## src/rtl/rs232_pkg.sv

```systemverilog
// Shared types and helpers for the RS-232 transmit arbiter.
// Other arbiter files pull these in with import rs232_pkg::*.
package rs232_pkg;

  localparam int BYTE_W = 8;

  typedef enum logic {
    IDLE,
    OWN
  } state_e;

  // Grants never exceed 8 requesters, so a fixed 8-bit one-hot input covers every N.
  function automatic logic [2:0] onehot_to_idx(input logic [7:0] oh);
    logic [2:0] idx;
    idx = '0;
    for (int i = 0; i < 8; i++) begin
      if (oh[i]) idx = 3'(i);
    end
    return idx;
  endfunction

endpackage

```

## src/rtl/rs232_tx_arbiter_rr_arbiter.sv

```systemverilog
// Combinational round-robin pick: first asserted request at or after ptr_i, wrapping modulo N.
module rr_arbiter #(
  parameter int N     = 4,
  parameter int PTR_W = $clog2(N)
) (
  input  logic [N-1:0]     req_i,
  input  logic [PTR_W-1:0] ptr_i,
  output logic [N-1:0]     pick_o,
  output logic             any_req_o
);

  logic [2*N-1:0] req_dbl;
  logic [N-1:0]   req_rot;
  logic [N-1:0]   pick_rot;
  logic [2*N-1:0] pick_dbl;

  // Rotate so ptr sits at bit 0, isolate the lowest set bit, then rotate back.
  always_comb begin
    req_dbl  = {req_i, req_i} >> ptr_i;
    req_rot  = req_dbl[N-1:0];
    pick_rot = req_rot & (-req_rot);
    pick_dbl = {pick_rot, pick_rot} << ptr_i;
    pick_o   = pick_dbl[2*N-1:N];
  end

  assign any_req_o = |req_i;

endmodule

```

## src/rtl/rs232_tx_arbiter.sv

```systemverilog
// Round-robin sharing of one rs232_send transmitter between N byte-stream requesters,
// with atomic packets (capped at MAX_BURST bytes per grant) and a one-byte holding register.
module rs232_tx_arbiter
  import rs232_pkg::*;
#(
  parameter int N         = 4,
  parameter int MAX_BURST = 16
) (
  input  logic                  clk,
  input  logic                  rst_n,
  input  logic [N-1:0]          req_valid,
  input  logic [BYTE_W*N-1:0]   req_data,
  input  logic [N-1:0]          req_last,
  output logic [N-1:0]          req_ready,
  output logic [BYTE_W-1:0]     tx_byte,
  output logic                  tx_en,
  input  logic                  tx_data_clk,
  output logic [N-1:0]          grant,
  output logic                  busy
);

  localparam int PTR_W = $clog2(N);

  state_e            state_q, state_d;
  logic [N-1:0]      grant_q, grant_d;
  logic [PTR_W-1:0]  ptr_q, ptr_d;
  logic [7:0]        burst_q, burst_d;
  logic [BYTE_W-1:0] hold_byte_q, hold_byte_d;
  logic              hold_valid_q, hold_valid_d;
  logic              release_q, release_d;
  logic              dc_q;

  logic [N-1:0]      pick;
  logic              any_req;
  logic              fall;
  logic              accept;
  logic              sel_last;
  logic [BYTE_W-1:0] sel_data;
  logic [2:0]        grant_idx;
  logic [PTR_W-1:0]  next_ptr;
  logic [7:0]        burst_inc;

  rr_arbiter #(
    .N     (N),
    .PTR_W (PTR_W)
  ) u_rr_arbiter (
    .req_i     (req_valid),
    .ptr_i     (ptr_q),
    .pick_o    (pick),
    .any_req_o (any_req)
  );

  assign req_ready = (state_q == OWN && !hold_valid_q) ? grant_q : '0;
  assign accept    = |(req_valid & req_ready);
  assign sel_last  = |(req_last & grant_q);
  assign fall      = dc_q & ~tx_data_clk;
  assign burst_inc = burst_q + 8'd1;
  assign grant_idx = onehot_to_idx(8'(grant_q));
  assign next_ptr  = (int'(grant_idx) >= N - 1) ? '0 : PTR_W'(int'(grant_idx) + 1);

  always_comb begin
    sel_data = '0;
    for (int i = 0; i < N; i++) begin
      if (grant_q[i]) sel_data = req_data[i*BYTE_W +: BYTE_W];
    end
  end

  // Accept and consume are mutually exclusive: one needs the holding register empty, the other full.
  always_comb begin
    state_d      = state_q;
    grant_d      = grant_q;
    ptr_d        = ptr_q;
    burst_d      = burst_q;
    hold_byte_d  = hold_byte_q;
    hold_valid_d = hold_valid_q;
    release_d    = release_q;
    case (state_q)
      IDLE: begin
        if (any_req) begin
          state_d = OWN;
          grant_d = pick;
          burst_d = '0;
        end
      end
      OWN: begin
        if (accept) begin
          hold_byte_d  = sel_data;
          hold_valid_d = 1'b1;
          burst_d      = burst_inc;
          if (sel_last || burst_inc == 8'(MAX_BURST)) release_d = 1'b1;
        end
        if (fall && hold_valid_q) begin
          hold_valid_d = 1'b0;
          if (release_q) begin
            grant_d   = '0;
            ptr_d     = next_ptr;
            state_d   = IDLE;
            release_d = 1'b0;
          end
        end
      end
      default: state_d = IDLE;
    endcase
  end

  always_ff @(posedge clk or negedge rst_n) begin
    if (!rst_n) begin
      state_q      <= IDLE;
      grant_q      <= '0;
      ptr_q        <= '0;
      burst_q      <= '0;
      hold_byte_q  <= '0;
      hold_valid_q <= 1'b0;
      release_q    <= 1'b0;
      dc_q         <= 1'b0;
    end else begin
      state_q      <= state_d;
      grant_q      <= grant_d;
      ptr_q        <= ptr_d;
      burst_q      <= burst_d;
      hold_byte_q  <= hold_byte_d;
      hold_valid_q <= hold_valid_d;
      release_q    <= release_d;
      dc_q         <= tx_data_clk;
    end
  end

  assign tx_en   = hold_valid_q;
  assign tx_byte = hold_byte_q;
  assign grant   = grant_q;
  assign busy    = (state_q == OWN) | hold_valid_q;

endmodule

```

## config.mk

```make
export PLATFORM = sky130hd
export DESIGN_NAME = rs232_tx_arbiter
export DESIGN_NICKNAME = d
export VERILOG_FILES = /design/src/rtl/rs232_pkg.sv /design/src/rtl/rs232_tx_arbiter_rr_arbiter.sv /design/src/rtl/rs232_tx_arbiter.sv
export SDC_FILE = /design/constraint.sdc
export NUM_CORES = 1
export LEC_CHECK = 0
export CORE_ASPECT_RATIO = 1.5
export CORE_MARGIN = 3
export CORE_UTILIZATION = 50
export CTS_CLUSTER_SIZE = 24
export DETAILED_ROUTE_END_ITERATION = 8
export DONT_BUFFER_PORTS = 1
export GPL_TIMING_DRIVEN = 0
export RECOVER_POWER = 50
export REMOVE_ABC_BUFFERS = 1
export SETUP_SLACK_MARGIN = 0.5
export SYNTH_ARGS = -nofsm -noshare
export SYNTH_HDL_FRONTEND = slang
export SYNTH_SLANG_ARGS = --single-unit
```

## constraint.sdc

```tcl
create_clock -name clk -period 2.6 [get_ports clk]
set_clock_uncertainty 0.05 [all_clocks]
set_input_delay 0 -clock clk [delete_from_list [all_inputs] [get_ports clk]]
set_output_delay 0 -clock clk [all_outputs]
set_load 0.01 [all_outputs]
```

**Word-level counts from Yosys, hierarchy flattened**

Cells that the tools add are included.

- Bits in registers: 26
- Input port bits: 43

- $add $sub $neg: 3
- Order comparisons: 1
- Equal/unequal tests: 5
- Shift-type cells: 2
- Mux-type cells: 26
- Bitwise gates (word level): 7
- Reduce and logical (&&, ||, !) cells: 13

Operators by type and width:

| kind | number |
|---|---|
| 8-bit 2-to-1 mux | 6 |
| 4-bit 2-to-1 mux | 4 |
| 8-bit case mux with 2 select lines | 1 |
| 4-bit bitwise AND | 3 |
| 4-bit OR reduction | 3 |
| 1-bit 2-to-1 mux | 10 |
| 8-bit by 1-bit adder with 8-bit output (second input constant) | 1 |
| 8-bit by 5-bit equality test with 1-bit output (second input constant) | 1 |
| 4-bit case mux with 2 select lines | 1 |
| 8-bit by 2-bit left shift with 8-bit output | 1 |
| 8-bit by 2-bit >> shifter with 4-bit output | 1 |
| 2-bit 2-to-1 mux | 3 |
| 2-bit by 1-bit != test with 1-bit output (second input constant) | 3 |
| 2-bit AND reduction | 3 |
| 3-bit AND reduction | 2 |
| 4-bit negator | 1 |
| 3-bit by 2-bit >= comparator with 1-bit output (second input constant) | 1 |
| 2-bit by 1-bit adder with 2-bit output (second input constant) | 1 |
| 1-bit logical AND | 2 |
| 2-bit != test (second input constant) | 1 |
| 1-bit NOT | 2 |
| 1-bit case mux with 2 select lines | 1 |
| 2-bit nonzero test | 1 |
| 1-bit bitwise AND | 1 |
| other kinds (3) | 3 |

**Logic depth before layout (Yosys ltp)**

Gate-level depths: netlist (run 1).

- Word-level depth: 8
- Mapped depth: 6
- Gate-level depth less buffers: 5

**Modules after synthesis**

A second synthesis (run 1) with hierarchy kept.

- Cell total of the unflattened synthesis: 188
- Area, all modules: 1,651.6 µm²

By module, submodules not included:

| module | instances | cells each | area each (µm²) |
|---|---|---|---|
| rs232_tx_arbiter | 1 | 169 | 1,534.0 |
| rr_arbiter | 1 | 19 | 117.6 |

**Worst setup path after synthesis (run 1)**

OpenSTA, ideal clock, no wires.

- Kind: flip-flop to flip-flop
- Start: register hold_valid_q (netlist: tx_en)
- End: register burst_q[0]
- Library setup time: 0.125 ns
- Arrival time: 1.391 ns
- Path slack: 1.034 ns
- Stages on the path, launching flop included: 7
- Buffers on the path: 2
- Clock period less this slack: 1.566 ns
- Cell sequence: dfrtp_1 and2b_4 a21boi_2 buf_4 buf_6 nor2_1 mux2_2

- Longest elaborated chain between the ends: 7

RTL lines:

| item | line | RTL |
|---|---|---|
| start: declaration | rs232_tx_arbiter.sv:29 | `logic hold_valid_q, hold_valid_d;` |
| start signal: assignment | rs232_tx_arbiter.sv:122 | `hold_valid_q <= hold_valid_d;` |
| 1-bit zero test | rs232_tx_arbiter.sv:53 | `assign req_ready = (state_q == OWN && !hold_valid_q) ? grant_q : '0;` |
| 1-bit logical AND | rs232_tx_arbiter.sv:53 |  |
| 4-bit 2-to-1 mux | rs232_tx_arbiter.sv:53 |  |
| 4-bit bitwise AND | rs232_tx_arbiter.sv:54 | `assign accept = \|(req_valid & req_ready);` |
| 4-bit OR reduction | rs232_tx_arbiter.sv:54 |  |
| 2-bit by 1-bit != test with 1-bit output (no source line) | -- |  |
| 2-bit AND reduction (no source line) | -- |  |
| end signal: assignment | rs232_tx_arbiter.sv:120 | `burst_q <= burst_d;` |
| end: declaration | rs232_tx_arbiter.sv:27 | `logic [7:0] burst_q, burst_d;` |

Every way passes these cells.
A chain may end at the register's enable or synchronous reset.

**Worst setup path after layout (run 1)**

- Start: register grant_q[2] (netlist: grant[2])
- End: register burst_q[5]

- Longest elaborated chain between the ends: 5

RTL lines:

| item | line | RTL |
|---|---|---|
| start: declaration | rs232_tx_arbiter.sv:25 | `logic [N-1:0] grant_q, grant_d;` |
| start signal: assignment | rs232_tx_arbiter.sv:118 | `grant_q <= grant_d;` |
| 4-bit 2-to-1 mux | rs232_tx_arbiter.sv:53 |  |
| 4-bit bitwise AND | rs232_tx_arbiter.sv:54 |  |
| 4-bit OR reduction | rs232_tx_arbiter.sv:54 |  |
| 2-bit by 1-bit != test with 1-bit output (no source line) | -- |  |
| 2-bit AND reduction (no source line) | -- |  |

Every way passes these cells.

==> results.sh, run 1 <==
export IMPL_outcome="finished with violations"
export IMPL_violations="negative hold slack"
export IMPL_internal_power_w=0.00112
export IMPL_cts_buffer_depth=2
export IMPL_totalNegativeSetupSlack_ns=0
export IMPL_post_synth_top_count_cell="sky130_fd_sc_hd__dfrtp_1"
export IMPL_setup_repair_after_global_routing_missed_its_margin="false"
export IMPL_syn_avg_cell_area_um2=8.97
export IMPL_globalRoute_totalOverflow=0
export IMPL_synth_top_area_share=0.405
export IMPL_cts_inserted_buffers=3
export IMPL_fin_max_slew_vios=0
export IMPL_nNetsFinal=246
export IMPL_maxCapViolCount=0
export IMPL_max_slew_margin_rel=0.0651
export IMPL_hold_viol_final=1
export IMPL_share_clk_of_total_power=0.116
export IMPL_worstMarginPinSlew_ns=1.40
export IMPL_setup_ws_ns=0.711
export IMPL_critical_path_slowest_cell="sky130_fd_sc_hd__dfrtp_2"
export IMPL_synth_yosys_seq_area_share=0.405
export IMPL_floorplan_initialDensity=0.535
export IMPL_areaGrowthSynthToFinish_pct=21.0
export IMPL_detailedPlace_worstSlack_ns=0.0106
export IMPL_switching_share=0.428
export IMPL_timing_final_crit_period_ns=1.89
export IMPL_power_static_leakage_nw=0.784
export IMPL_post_synth_num_cell_types=44
export IMPL_dpl_cell_area_um2=1590
export IMPL_power_frac_comb=0.437
export IMPL_placedCellCount=204
export IMPL_worst_path_buf_inv=1
export IMPL_synth_enable_flop_cells=0
export IMPL_routed_via_count=1487
export IMPL_p_switching_w=0.000841
export IMPL_drive_gt1_frac=0.0950
export IMPL_insertedDiodeCount=0
export IMPL_top_level_ports=61
export IMPL_viasPerCell=6.22
export IMPL_synth_area_top_cells="sky130_fd_sc_hd__dfrtp_1, sky130_fd_sc_hd__nand2_1, sky130_fd_sc_hd__a211o_1"
export IMPL_die_h_um=75.4
export IMPL_synth_ff_type="sky130_fd_sc_hd__dfrtp_1"
export IMPL_finalCritPeriodShare=0.727
export IMPL_asyncSetResetFlopFracSynth=1.00
export IMPL_cts_htree_levels=1
export IMPL_detail_route_first_pass_iterations=5
export IMPL_postSynthRegisterBits=26
export IMPL_antenna_found_initial=0
export IMPL_first_pass_grt_wire_length_mm=6.45
export IMPL_timing_critical_path_arrival_ns=2.00
export IMPL_fin_worst_hold_slack_ns=-0.00346
export IMPL_die_w_um=52.3
export IMPL_required_ns=2.72
export IMPL_row_count=24
export IMPL_setup_violations=0
export IMPL_largest_net_degree_at_the_start_of_global_routing=27
export IMPL_io_buffer_count=0
export IMPL_hpwlAfterDp_mm=2.65
export IMPL_post_synth_most_frequent_cells="sky130_fd_sc_hd__dfrtp_1, sky130_fd_sc_hd__nand2_1, sky130_fd_sc_hd__nor2_1, sky130_fd_sc_hd__inv_1"
export IMPL_design_die_area_um2=3940
export IMPL_cp_cell_sequence="a22oi_1 > a21boi_4 > buf_4 > mux2i_1 > a22o_1"
export IMPL_synth_cells=179
export IMPL_cp_max_fo=23
export IMPL_power_density_nw_per_um2=1010
export IMPL_clk_transition_reported_paths_ns=0.09
export IMPL_cpLargestDelayFamily="compound AO/OA/AOI/OAI gates"
export IMPL_stdcell_area_um2=1940
export IMPL_ir_drop_v=0.000518
export IMPL_criticalPathCategory="register to register"
export IMPL_warning_count_from_the_yosys_run=0
export IMPL_cts_sinks=26
export IMPL_post_route_drc_count=0
export IMPL_worstHoldPathType="primary input to register"
export IMPL_critPathLaunchType="register"
export IMPL_clockRootBuffer="sky130_fd_sc_hd__clkbuf_8"
export IMPL_instances_no_fill=239
export IMPL_gpl_final_weighted_congestion=0.933
export IMPL_core_area_um2=3000
export IMPL_critical_path_endpoint_type="register"
export IMPL_mapped_cell_area_um2=1610
export IMPL_p_seq_frac=0.447
export IMPL_drt_antenna_violating_nets=0
export IMPL_cts_tree="built"
export IMPL_number_of_global_route_vias_before_repair=1442
export IMPL_critical_path_max_stage_delay_ns=0.58
export IMPL_grt_total_usage=0.220
export IMPL_drt_total_wl_mm=4.19
export IMPL_achievable_frequency_mhz=529
export IMPL_first_iter_violations=57
export IMPL_wl_per_cell_um=17.5
export IMPL_source_to_sink_clock_delay_at_the_later_pin_of_the_worst_skew_pair_ns=0.27
export IMPL_synth_top_cell_by_area="sky130_fd_sc_hd__dfrtp_1"
[state kept, by name, summed over array words and instances (netlist names)]
name / count
burst_q: 8
tx_byte: 8
grant: 4
ptr_q: 2
dc_q: 1
release_q: 1
state_q: 1
tx_en: 1
[per-stage QoR]
stage,utilization,power [W]
detailed placement,0.528,0.00161
global placement,0.525,0.00155
CTS,0.652,0.00198
finish,0.647,0.00196
floorplan,-,0.00140
global route,0.647,0.00212
[kinds of logic (layout without fill, tap and decap cells)]
kind of cell             after synthesis  count (layout)  synth area share
AO/OA/AOI/OAI                         60              61             0.277
AND/OR/NAND/NOR                       60              60             0.187
flip-flops                            26              26             0.405
buffers and inverters                 24              44            0.0709
multiplexers                           8               8            0.0514
adder cells (fa/ha/maj)                1               1           0.00779
[cell type report]
| cell class | instances | area (um2) |
|---|---|---|
| Timing Repair Buffer | 31 | 294 |
| Fill cell | 254 | 1060 |
| Clock buffer | 3 | 41.3 |
| Multi-Input combinational cell | 130 | 867 |
| Tap cell | 39 | 48.8 |
| Inverter | 10 | 37.5 |
| Sequential cell | 26 | 654 |
[metal layers]
metal	global-route usage	vias up	part of all wire
li1	-	710	-
met1	0.229	719	0.39
met2	0.424	53	0.54
met3	0.0333	5	0.056
met4	0.102	0	0.013
met5	0	-	0
[power by group through the flow]
stage | Combinational, W | Clock (W) | Sequential [W]
2_1_floorplan | 0.000603 | 0 | 0.000794
3_3_place_gp | 0.000686 | 0 | 0.000867
3_5_place_dp | 0.000726 | 0 | 0.000881
4_1_cts | 0.000872 | 0.000235 | 0.000875
5_1_grt | 0.000966 | 0.000252 | 0.000905
6_report | 0.000859 | 0.000228 | 0.000877
[path summary, 6_finish.rpt]
| kind | slack, ns | depth (start not counted) | from | end |
|---|---|---|---|---|
| min in group asynchronous | 0.54 | 2 | rst_n | tx_byte[2]$_DFFE_PN0P_ |
| max | 0.71 | 5 | grant[2]$_DFFE_PN0P_ | burst_q[5]$_DFFE_PN0P_ |
| min | -0.003 | 4 | req_last[1] | release_q$_DFFE_PN0P_ |
| max reg2reg | 0.71 | 5 | grant[2]$_DFFE_PN0P_ | burst_q[5]$_DFFE_PN0P_ |
| max in group asynchronous | 1.04 | 2 | rst_n | grant[3]$_DFFE_PN0P_ |
| min reg2reg | 0.49 | 2 | release_q$_DFFE_PN0P_ | release_q$_DFFE_PN0P_ |
[worst reg2reg max path: cells and delay by family (launching register included)]
family                 cells  cell delay (ns)
buffers and inverters      1             0.20
muxes                      1             0.13
DFF                        1             0.58
AOI/OAI and AO/OA          3             0.83
[cells in the final DEF (no fill, tap or decap), types with 4 or more instances in the layout]
cell	netlist	layout
sky130_fd_sc_hd__a21oi_1	7	7
sky130_fd_sc_hd__nor2b_1	4	4
sky130_fd_sc_hd__dlygate4sd3_1	0	26
sky130_fd_sc_hd__dfrtp_1	26	23
sky130_fd_sc_hd__buf_4	3	4
sky130_fd_sc_hd__nor2_1	15	15
sky130_fd_sc_hd__a221oi_1	7	7
sky130_fd_sc_hd__nand3_1	4	4
sky130_fd_sc_hd__nand2_1	20	20
sky130_fd_sc_hd__inv_1	10	10
sky130_fd_sc_hd__mux2i_1	6	6
sky130_fd_sc_hd__o21ai_0	4	4
sky130_fd_sc_hd__and2_1	5	5
sky130_fd_sc_hd__a31oi_1	7	7
sky130_fd_sc_hd__a22oi_1	5	5
sky130_fd_sc_hd__a211o_1	7	7
[what timing repair did]
action,in CTS,in global routing
endpoints found under the hold margin,42,0
endpoints found under the setup margin,18,1
pin swaps,1,0
setup buffers,4,0
hold buffers,27,0
resized for setup,3,1
gates cloned,1,0
(Power assumes the default switching activity.)
==> inputs of run 2 (changes only) <==
Clock period 2.6 ns to 1.85 ns, I/O delays scaled along.
==> run 2 against run 1 <==
The run now ends clean. Cell area up 9.6%. Register-to-register slack worse by 0.46 ns. Core utilization up 6.2 points. Setup slack worse by 0.46 ns. Hold slack better by 0.0054 ns. Critical path depth unchanged. Highest routed layer unchanged.
==> results.sh, run 2 (same netlist as run 1, synthesis figures left out) <==
export IMPL_outcome="finished clean"
export IMPL_top_level_ports=61
export IMPL_setup_repair_after_global_routing_missed_its_margin="true"
export IMPL_detail_route_first_pass_iterations=4
export IMPL_stdcell_area_um2=2130
export IMPL_cts_inserted_buffers=3
export IMPL_drt_total_wl_mm=4.92
export IMPL_share_clk_of_total_power=0.101
export IMPL_first_iter_violations=42
export IMPL_insertedDiodeCount=0
export IMPL_antenna_found_initial=0
export IMPL_power_density_nw_per_um2=1490
export IMPL_cp_max_fo=9
export IMPL_globalRoute_totalOverflow=0
export IMPL_placedCellCount=204
export IMPL_worstMarginPinSlew_ns=0.433
export IMPL_drt_antenna_violating_nets=0
export IMPL_worstHoldPathType="primary input to register"
export IMPL_floorplan_initialDensity=0.535
export IMPL_core_area_um2=3000
export IMPL_first_pass_grt_wire_length_mm=7.30
export IMPL_criticalPathCategory="register to register"
export IMPL_achievable_frequency_mhz=625
export IMPL_clk_transition_reported_paths_ns=0.09
export IMPL_power_frac_comb=0.523
export IMPL_die_h_um=75.4
export IMPL_crit_end="burst_q[5]$_DFFE_PN0P_"
export IMPL_power_static_leakage_nw=0.873
export IMPL_nFillCells=226
export IMPL_cts_buffer_depth=2
export IMPL_ir_drop_v=0.000843
export IMPL_viasPerCell=6.34
export IMPL_post_layout_total_power_w=0.00316
export IMPL_grt_total_usage=0.253
export IMPL_r2r_end="burst_q[5]$_DFFE_PN0P_"
export IMPL_wl_per_cell_um=19.5
export IMPL_design_die_area_um2=3940
export IMPL_fin_max_slew_vios=0
export IMPL_finalCritPeriodShare=0.865
export IMPL_source_to_sink_clock_delay_at_the_later_pin_of_the_worst_skew_pair_ns=0.27
export IMPL_switching_share=0.423
export IMPL_p_switching_w=0.00134
export IMPL_number_of_global_route_vias_before_repair=1502
export IMPL_largest_net_degree_at_the_start_of_global_routing=27
export IMPL_row_count=24
export IMPL_mostFrequentLayoutCell="sky130_fd_sc_hd__dlygate4sd3_1"
export IMPL_drive_gt1_frac=0.230
export IMPL_post_route_drc_count=0
export IMPL_totalNegativeSetupSlack_ns=0
export IMPL_fin_worst_hold_slack_ns=0.00196
export IMPL_max_slew_margin_rel=0.711
export IMPL_instances_no_fill=252
export IMPL_critical_path_endpoint_type="register"
export IMPL_dpl_cell_area_um2=1590
export IMPL_cts_htree_levels=1
export IMPL_routed_via_count=1597
export IMPL_areaGrowthSynthToFinish_pct=32.7
export IMPL_cts_sinks=26
export IMPL_ff2ff_setup_slack_ns=0.25
export IMPL_die_w_um=52.3
export IMPL_timing_final_crit_period_ns=1.60
export IMPL_cp_startpoint="tx_en$_DFFE_PN0P_"
export IMPL_timing_critical_path_arrival_ns=1.71
export IMPL_setup_violations=0
export IMPL_rr_worst_depth=5
export IMPL_hpwlAfterDp_mm=2.65
export IMPL_clockRootBuffer="sky130_fd_sc_hd__clkbuf_8"
export IMPL_p_seq_frac=0.376
export IMPL_maxCapViolCount=0
export IMPL_nNetsFinal=259
export IMPL_gpl_final_weighted_congestion=0.933
export IMPL_hold_viol_final=0
export IMPL_internal_power_w=0.00183
export IMPL_required_ns=1.96
export IMPL_timing_rr_start="tx_en$_DFFE_PN0P_"
export IMPL_cts_tree="built"
export IMPL_critPathLaunchType="register"
export IMPL_leading_cell_types_in_the_layout_fill_and_taps_excluded="sky130_fd_sc_hd__dlygate4sd3_1, sky130_fd_sc_hd__nand2_1, sky130_fd_sc_hd__dfrtp_1, sky130_fd_sc_hd__nor2_1, sky130_fd_sc_hd__inv_1"
export IMPL_io_buffer_count=0
[run 2: cell types whose count changed in the layout (fill, tap and decap cells not counted), sizes merged]
| cell | before | now |
|---|---|---|
| buf | 4 | 19 |
| dlygate4sd3 | 26 | 24 |
[run 2: how the worst min path moves through the flow]
stage | from | end | slack (ns) | cells past startpoint
after floorplan | rst_n | burst_q[0]$_DFFE_PN0P_ | -0.35 | 0
after global routing | req_last[1] | release_q$_DFFE_PN0P_ | 0.02 | 4
final | req_last[1] | release_q$_DFFE_PN0P_ | 0.002 | 4
after CTS | req_last[1] | release_q$_DFFE_PN0P_ | 0.005 | 4
after global placement | rst_n | tx_byte[2]$_DFFE_PN0P_ | -0.35 | 0
after detailed placement | rst_n | tx_byte[2]$_DFFE_PN0P_ | -0.34 | 0
[run 2: final cells by class]
class / count / area (um2) / area share
multi-input combinational: 130 / 925 / 0.434
sequential: 26 / 666 / 0.313
timing repair buffer: 44 / 412 / 0.193
tap: 39 / 48.8 / 0.0229
clock buffer: 3 / 41.3 / 0.0194
inverter: 10 / 37.5 / 0.0176
[run 2: power groups by stage]
| stage | clock network [W] | logic, W | registers, W |
|---|---|---|---|
| 3_3_place_gp | 0 | 0.000964 | 0.00122 |
| 4_1_cts | 0.000330 | 0.00157 | 0.00119 |
| 3_5_place_dp | 0 | 0.00102 | 0.00124 |
| 6_report | 0.000319 | 0.00166 | 0.00119 |
| 5_1_grt | 0.000357 | 0.00180 | 0.00122 |
| 2_1_floorplan | 0 | 0.000847 | 0.00112 |
[run 2: through the flow]
stage               worst slack (ns)   util
global placement               -1.05  0.525
finish                         0.250  0.709
global route                   0.158  0.709
detailed placement            -0.739  0.528
floorplan                     -0.519      -
CTS                            0.254  0.696
[run 2: timing repair]
item / CTS / global route
endpoints found under the hold margin: 42 / 0
hold buffers: 25 / 0
setup endpoints to repair: 24 / 28
pin swaps: 5 / 1
buffers inserted: 16 / 2
resized for setup: 25 / 8
cloned: 2 / 0
[run 2: worst max-delay path: stages (launching register included)]
cell	delay (ns)
sky130_fd_sc_hd__dfrtp_2	0.45
sky130_fd_sc_hd__and2b_4	0.26
sky130_fd_sc_hd__a21boi_4	0.22
sky130_fd_sc_hd__buf_6	0.17
sky130_fd_sc_hd__mux2i_1	0.09
sky130_fd_sc_hd__a22o_1	0.25
[run 2: routing by layer]
layer  up-vias  wire length, um  part of all wire  GRT usage
met4         0              157             0.032      0.119
li1        737                -                 -          -
met3        14              297             0.060     0.0411
met2        81             2620              0.53      0.478
met5         -                0                 0          0
met1       765             1850              0.38      0.269
